**config.mk**
```make
export PLATFORM = sky130hd
export DESIGN_NAME = stage_ex_muldiv
export DESIGN_NICKNAME = d
export VERILOG_FILES = /design/src/rtl/stage_ex_muldiv.sv
export SDC_FILE = /design/constraint.sdc
export NUM_CORES = 1
export LEC_CHECK = 0
export CORE_MARGIN = 4
export CORE_UTILIZATION = 45
export CTS_CLUSTER_DIAMETER = 30
export CTS_CLUSTER_SIZE = 10
export DETAILED_ROUTE_END_ITERATION = 8
export SYNTH_ARGS = -nofsm -noshare
export SYNTH_HDL_FRONTEND = slang
export SYNTH_SLANG_ARGS = --single-unit
export TNS_END_PERCENT = 50
```
**constraint.sdc**
```tcl
create_clock -name clk -period 7.7 [get_ports clk]
set_input_delay 1.925 -clock clk [delete_from_list [all_inputs] [get_ports clk]]
set_output_delay 1.925 -clock clk [all_outputs]
set_load 0.02 [all_outputs]
```
**src/rtl/stage_ex_muldiv.sv**
```systemverilog
// stage_ex_muldiv: RV32I/RV64I execute stage with an iterative M unit and a single-entry registered output buffer
module stage_ex_muldiv #(
    parameter int XLEN      = 32,
    parameter bit MULDIV_EN = 1'b1
) (
    input  logic            clk,
    input  logic            rst,
    input  logic            rdy,
    input  logic            in_valid,
    output logic            in_ready,
    input  logic [6:0]      opcode_i,
    input  logic [2:0]      funct3_i,
    input  logic [6:0]      funct7_i,
    input  logic [XLEN-1:0] reg1_i,
    input  logic [XLEN-1:0] reg2_i,
    input  logic [4:0]      wd_i,
    input  logic            wreg_i,
    output logic            out_valid,
    input  logic            out_ready,
    output logic [4:0]      wd_o,
    output logic            wreg_o,
    output logic [XLEN-1:0] wdata_o,
    output logic            busy
);
    localparam int SW = $clog2(XLEN);
    localparam logic [6:0] OP_IMM = 7'b0010011, OP = 7'b0110011, LUI = 7'b0110111;
    localparam logic [6:0] AUIPC = 7'b0010111, JAL = 7'b1101111, JALR = 7'b1100111;
    typedef enum logic [1:0] {IDLE, CALC, DONE} state_t;
    state_t state, state_n;
    logic [SW-1:0] cnt;
    logic [2:0] f3_r;
    logic na_r, nb_r, bz_r, wreg_r;
    logic [4:0] wd_r;
    logic [XLEN-1:0] ma_r, mb_r;
    logic [2*XLEN-1:0] p_r, p_step, prod;
    logic buf_free, accept, is_m_enc, is_m, sub, sa, sb, na, nb, ge;
    logic [SW-1:0] sh;
    logic [XLEN-1:0] alu, alu_res, ma, mb, q, r, quo, rem, md_res;
    logic [XLEN:0] mul_sum, sh_v, diff;

    assign buf_free = !out_valid || out_ready;
    assign in_ready = rdy && state == IDLE && buf_free;
    assign accept   = in_valid && in_ready;
    assign is_m_enc = opcode_i == OP && funct7_i == 7'b0000001;
    assign is_m     = MULDIV_EN && is_m_enc;
    assign busy     = state != IDLE;

    always_comb begin
        sh  = reg2_i[SW-1:0];
        sub = opcode_i == OP && funct7_i[5];
        case (funct3_i)
            3'd0:    alu = sub ? reg1_i - reg2_i : reg1_i + reg2_i;
            3'd1:    alu = reg1_i << sh;
            3'd2:    alu = XLEN'($signed(reg1_i) < $signed(reg2_i));
            3'd3:    alu = XLEN'(reg1_i < reg2_i);
            3'd4:    alu = reg1_i ^ reg2_i;
            3'd5:    alu = funct7_i[5] ? $unsigned($signed(reg1_i) >>> sh) : reg1_i >> sh;
            3'd6:    alu = reg1_i | reg2_i;
            default: alu = reg1_i & reg2_i;
        endcase
        alu_res = is_m_enc ? '0 :
                  (opcode_i == OP_IMM || opcode_i == OP) ? alu :
                  (opcode_i == LUI || opcode_i == AUIPC || opcode_i == JAL || opcode_i == JALR) ? reg1_i : '0;
    end

    // M ops run on operand magnitudes; the sign is restored when the result is written
    always_comb begin
        sa = funct3_i inside {3'd1, 3'd2, 3'd4, 3'd6};
        sb = funct3_i inside {3'd1, 3'd4, 3'd6};
        na = sa && reg1_i[XLEN-1];
        nb = sb && reg2_i[XLEN-1];
        ma = na ? -reg1_i : reg1_i;
        mb = nb ? -reg2_i : reg2_i;
        mul_sum = {1'b0, p_r[2*XLEN-1:XLEN]} + (p_r[0] ? {1'b0, ma_r} : '0);
        sh_v = {p_r[2*XLEN-1:XLEN], p_r[XLEN-1]};
        diff = sh_v - {1'b0, mb_r};
        ge = !diff[XLEN];
        p_step = f3_r[2] ? {ge ? diff[XLEN-1:0] : sh_v[XLEN-1:0], p_r[XLEN-2:0], ge}
                         : {mul_sum, p_r[XLEN-1:1]};
        prod = (na_r ^ nb_r) ? -p_r : p_r;
        q = p_r[XLEN-1:0];
        r = p_r[2*XLEN-1:XLEN];
        quo = bz_r ? '1 : (na_r ^ nb_r) ? -q : q;
        rem = na_r ? -r : r;
        md_res = f3_r[2] ? (f3_r[1] ? rem : quo) : (f3_r == 3'd0 ? prod[XLEN-1:0] : prod[2*XLEN-1:XLEN]);
    end

    always_comb begin
        state_n = state;
        state_n = state == IDLE ? (accept && is_m ? CALC : IDLE) :
                  state == CALC ? (cnt == SW'(XLEN-1) ? DONE : CALC) :
                  (buf_free ? IDLE : DONE);
    end

    always_ff @(posedge clk) begin
        if (rst) begin
            state     <= IDLE;
            cnt       <= '0;
            out_valid <= 1'b0;
            wd_o      <= '0;
            wreg_o    <= 1'b0;
            wdata_o   <= '0;
        end else if (rdy) begin
            state <= state_n;
            if (out_valid && out_ready)
                out_valid <= 1'b0;
            if (accept && !is_m) begin
                out_valid <= 1'b1;
                wd_o      <= wd_i;
                wreg_o    <= wreg_i;
                wdata_o   <= alu_res;
            end
            if (state == DONE && buf_free) begin
                out_valid <= 1'b1;
                wd_o      <= wd_r;
                wreg_o    <= wreg_r;
                wdata_o   <= md_res;
            end
            if (accept && is_m) begin
                cnt    <= '0;
                f3_r   <= funct3_i;
                na_r   <= na;
                nb_r   <= nb;
                bz_r   <= reg2_i == '0;
                ma_r   <= ma;
                mb_r   <= mb;
                wd_r   <= wd_i;
                wreg_r <= wreg_i;
                p_r    <= {{XLEN{1'b0}}, funct3_i[2] ? ma : mb};
            end
            if (state == CALC) begin
                p_r <= p_step;
                cnt <= cnt + 1'b1;
            end
        end
    end
endmodule

```
==> Word level (Yosys, flattened, before mapping) <==
Cells that the tools add are included.
{ "op_classes": {"bitwise_logic": 5, "shift": 3, "eq_ne": 16, "n_reduce_logical": 34, "n_mux": 37, "addsub": 10, "n_lt_le_gt_ge": 2} }
{ "ops": {"columns": ["cell", "n"], "rows": [
  ["$mux 32", 18],
  ["$mux 64", 4],
  ["$pmux 32 s7", 1],
  ["$neg 32->32", 4],
  ["$lt 32x32->1", 2],
  ["$neg 64->64", 1],
  ["$add 32x32->33", 1],
  ["$sub 33x32->33", 1],
  ["$add 32x32->32", 1],
  ["$and 32x32->32", 1],
  ["$logic_not 32->1", 1],
  ["$or 32x32->32", 1],
  ["$shl 32x5->32", 1],
  ["$shr 32x5->32", 1],
  ["$sshr 32x5->32", 1],
  ["$sub 32x32->32", 1],
  ["$xor 32x32->32", 1],
  ["$mux 5", 4],
  ["$eq 7x5->1 const B", 2],
  ["$eq 7x6->1 const B", 2],
  ["$eq 7x7->1 const B", 2],
  ["$logic_and 1x1->1", 11],
  ["$eq 3x3->1 const B", 3],
  ["$mux 2", 4],
  ["other kinds (19)", 38]
]} }
{ "totals": {"word_cells": 122, "output_inout_bits": 41, "regBits": 186, "input_bits": 92} }

==> Longest topological paths before layout <==
{ "depth": {"depth_word": 9, "ltp_mapped": 16, "ltp_nobuf": 14} }

==> Least setup slack after synthesis <==
Ideal clock, no wire load.
{ "synth_path": {"kind": "input port to flip-flop", "startpoint": "in opcode_i[6]", "endpoint": "reg bz_r, enable pin", "required_time_ps": 7189, "arrival_ps": 6341, "setup_slack_ps": 848, "n_path_buf": 1, "stages": 6, "setup_time_ps": 511, "cell_sequence": "or2_2 -> or3_1 -> clkbuf_1 -> nor2_1 -> nand3_1 -> nor2_1"} }
{ "synth_between": {"elab_chain_cells": 4} }
{ "synth_rtl": {"columns": ["item", "line", "rtl"], "rows": [
  ["start, declared", "11", "input logic [6:0] opcode_i,"],
  ["$eq 7x6->1", "44", "assign is_m_enc = opcode_i == OP && funct7_i == 7'b0000001;"],
  ["$logic_and 1x1->1", "44", null],
  ["$logic_and 1x1->1", "119", "if (accept && is_m) begin"],
  ["$reduce_and 3->1 (no line)", null, null],
  ["end signal, assigned", "124", "bz_r <= reg2_i == '0;"],
  ["end, declared", "32", "logic na_r, nb_r, bz_r, wreg_r;"]
]} }
Every way passes these cells.
A chain may end at the register's enable or synchronous reset.

==> Worst setup path after layout <==
{ "layout_path": {"startpoint": "in reg1_i[2]", "endpoint": "reg wdata_o[0]"} }
{ "layout_between": {"elab_chain_cells": 7, "word_cells_on_any_way": 11, "classes_between": "2 x order compare; 3 x shift; 6 x mux"} }
{ "layout_rtl": {"columns": ["item", "line", "rtl"], "rows": [
  ["start, declared", "14", "input logic [XLEN-1:0] reg1_i,"],
  ["parallel branches: the longest is 2 deep, another holds $lt 32x32->1", null, null],
  ["$pmux 32 s7 (*)", "51", "case (funct3_i)"],
  ["$mux 32 (*)", "62", "(opcode_i == OP_IMM || opcode_i == OP) ? alu :"],
  ["$mux 32 (*)", "61", "alu_res = is_m_enc ? '0 :"],
  ["$mux 32 (*)", "107", "if (accept && !is_m) begin"],
  ["$mux 32 (*)", "113", "if (state == DONE && buf_free) begin"],
  ["end signal, assigned", "111", "wdata_o <= alu_res;"],
  ["end signal, assigned", "117", "wdata_o <= md_res;"],
  ["end, declared", "22", "output logic [XLEN-1:0] wdata_o,"]
]} }
Mark *: on every way between the ends. The select of a mux whose other input is x is not followed.

==> metrics.cfg <==
[outcome]
status=finished, violations left
violations=max-capacitance violations

[floorplan]
dieHeight_um=242
num_rows=85
io_pins=133
dieArea_um2=58400
start_util_pct=45.6
core_area_um2=53900
die_x_um=242

[clocking]
clock_sinks=186
cts_setup_buffers=0
cts_tree=built
clk_path_buf_depth=2
cts_htree_levels=4
cts_root_buffer=clkbuf_16
post_cts_resized=0
cts_hold_buf=0
clk_pin_slew_ns=0.09
worstSkewPairLatency_ns=0.52
cts_inserted_buffers=17

[timing]
post-route-period-util_pct=79.0
finalSetupTns_ns=0
slew_headroom_pct=2.28
fin_skew_ns=0.0228
tightest_slew_ns=1.45
finalCriticalPeriod_ns=6.08
maxSlewViolCount=0
clock.fmax_ghz=0.164
setup_viol=0
setup_slack_ns=1.62
hold_violations=0
rsz0062_at_grt=false

[finish]
layout_common_cells=a21oi_1 (305), nor2_1 (290), nand2_1 (284)
syn2layout_area_growth_pct=10.6
final_area_um2=27200
final_common_cell=a21oi_1
num_antenna_cells=0
nets=3492
drive_gt1_share_pct=7.34

[placed_design]
gp_congestion=1.05
port_buffers=132
place_hpwl_um=89600
dp_slack_ns=1.24
place_area_um2=26600

[global_routing]
grt_overflow=0
grt_max_degree=81
grtUsageTotal_pct=37.9
antenna_found_initial=1
grt_pass1_vias=25400
grt_pass1_wl_um=168000

[power_and_ir_drop]
power.total_mw=3.20
ir_drop_mv=0.183
leakage_nw=10.3
power_density_nw_per_um2=118

[worst_setup_path]
cp_max_fo=12
cp.required_ns=8.16
cp-start-kind=primary input
arrival_ns=6.54
critical_path_class=primary input to flip-flop
end_kind=flip-flop

[yosys]
yosys.area.top_type_share_pct=17.1
synth_ff_type=edfxtp_1
synth.area.mux_share_pct=9.66
syn_avg_cell_area_um2=7.61
synth_fa_ha_area_share_pct=8.83
synth-compound-area-share_pct=28.1
synthTopCellsByArea=edfxtp_1 (17%), ha_1 (8.5%), a21oi_1 (6.2%)
ys_seq_area_share_pct=20.9
synth_edf_count=140
yosys_warnings=0
async_flop_share_pct=0
synth-simple-area-share_pct=18.8
yosys.area.top_type=edfxtp_1
synth_area_um2=24600
synth_top_family_by_area=compound AO/OA/AOI/OAI gates
synth_xor_area_share_pct=7.52
syn_nets=3490
synth_cell_types=86
syn_inst=3227
ys_seq_elements=186

[route]
wl_um=116000
wl_per_cell_um=29.4
drc=0
initialDrtViolationCount=3100
routed_via_density=6.79
drt-pass1-iter-count=8
vias=26800
ant_nets=0

[worst_hold_path]
hold_path_class=flip-flop to flip-flop

[job]
maxCapViolations=1

where the power goes:
group	internal, mW	switching [mW]	total, mW
Sequential	1.10	0.0207	1.12
Combinational	0.381	0.732	1.11
Clock	0.438	0.523	0.962
metrics by stage:
step           hold WS, ns  util (%)  cells
3_3_place_gp         0.464      49.3   3906
4_1_cts              0.491      50.4   3938
2_1_floorplan        0.452         -   3227
6_report             0.488      50.4   3938
3_5_place_dp         0.478      49.3   3906
5_1_grt              0.517      50.4   3938
layout make-up:
class	instances	area (um2)
clock inverter	15	175
timing repair buffer	221	1970
sequential	186	5120
fill	5406	26700
multi-input combinational	2642	18000
tap	696	871
inverter	161	604
clock buffer	17	425
registers in the layout, summed over array words and instances (netlist names), 2 cells and up:
register / count
wdata_o: 32
p_r: 64
wd_r: 5
state: 2
wd_o: 5
mb_r: 32
ma_r: 32
f3_r: 3
cnt: 5
worst max-delay path, stage by stage:
cell and delay (ns):
clkdlybuf4s50_1 0.89, inv_1 0.20, ha_1 0.40, o21bai_1 0.11, a2111oi_0 0.54, o21ai_0 0.36
a311oi_1 0.86, o21ai_0 0.34, nand2_1 0.17, a211oi_1 0.08, nor2_1 0.18, mux2_2 0.35
a31oi_1 0.12
worst paths after layout:
check	slack [ns]	startpoint	to	cells past startpoint
min	0.49	cnt[4]	cnt[4]	2
max reg2reg	2.98	p_r[31]	p_r[35]	14
min reg2reg	0.49	cnt[4]	cnt[4]	2
max	1.62	reg1_i[2]	wdata_o[0]	13
per-layer routing:
metal  vias to the layer above  wire length (um)  track usage [%]  part of all wire [%]
li1                      12000                 -                -                     -
met1                     12800             45500             48.6                    39
met2                      1693             51000             59.9                    44
met3                       332             12600             9.41                    11
met4                         2              6470             18.5                   5.6
met5                         -                 8                0                0.0069
synthesized netlist by cell type, types with 16 or more instances:
library cell    n
o221ai_1       21
inv_1         155
o31ai_1        43
nand2_1       284
mux4_2         42
a21o_1         36
nor4_1         34
xor2_1         71
dfxtp_1        46
or3_1          26
a221oi_1       26
nor2b_1        20
mux2i_1       110
and3_1         23
nand2b_1       47
clkbuf_1      205
buf_1          20
o21a_1         19
a31oi_1        60
o21ai_0       281
a22oi_1        22
xnor2_1       140
ha_1          167
mux2_2         29
nor3_1         91
and2_1         45
a211oi_1       61
nor2_1        292
edfxtp_1      140
a2111oi_0      17
nand3_1        57
nand4_1        22
o211ai_1       40
o21bai_1       20
a21oi_1       306
o22ai_1        16
cell families after synthesis:
kind of cell	Yosys count
AOI/OAI and AO/OA	1093
adders and majority gates	171
DFF	186
buffers and inverters	399
xor gates and xnor gates	211
muxes	181
and+or+nand+nor	986
Note: power is estimated with default switching activity, not from simulation.
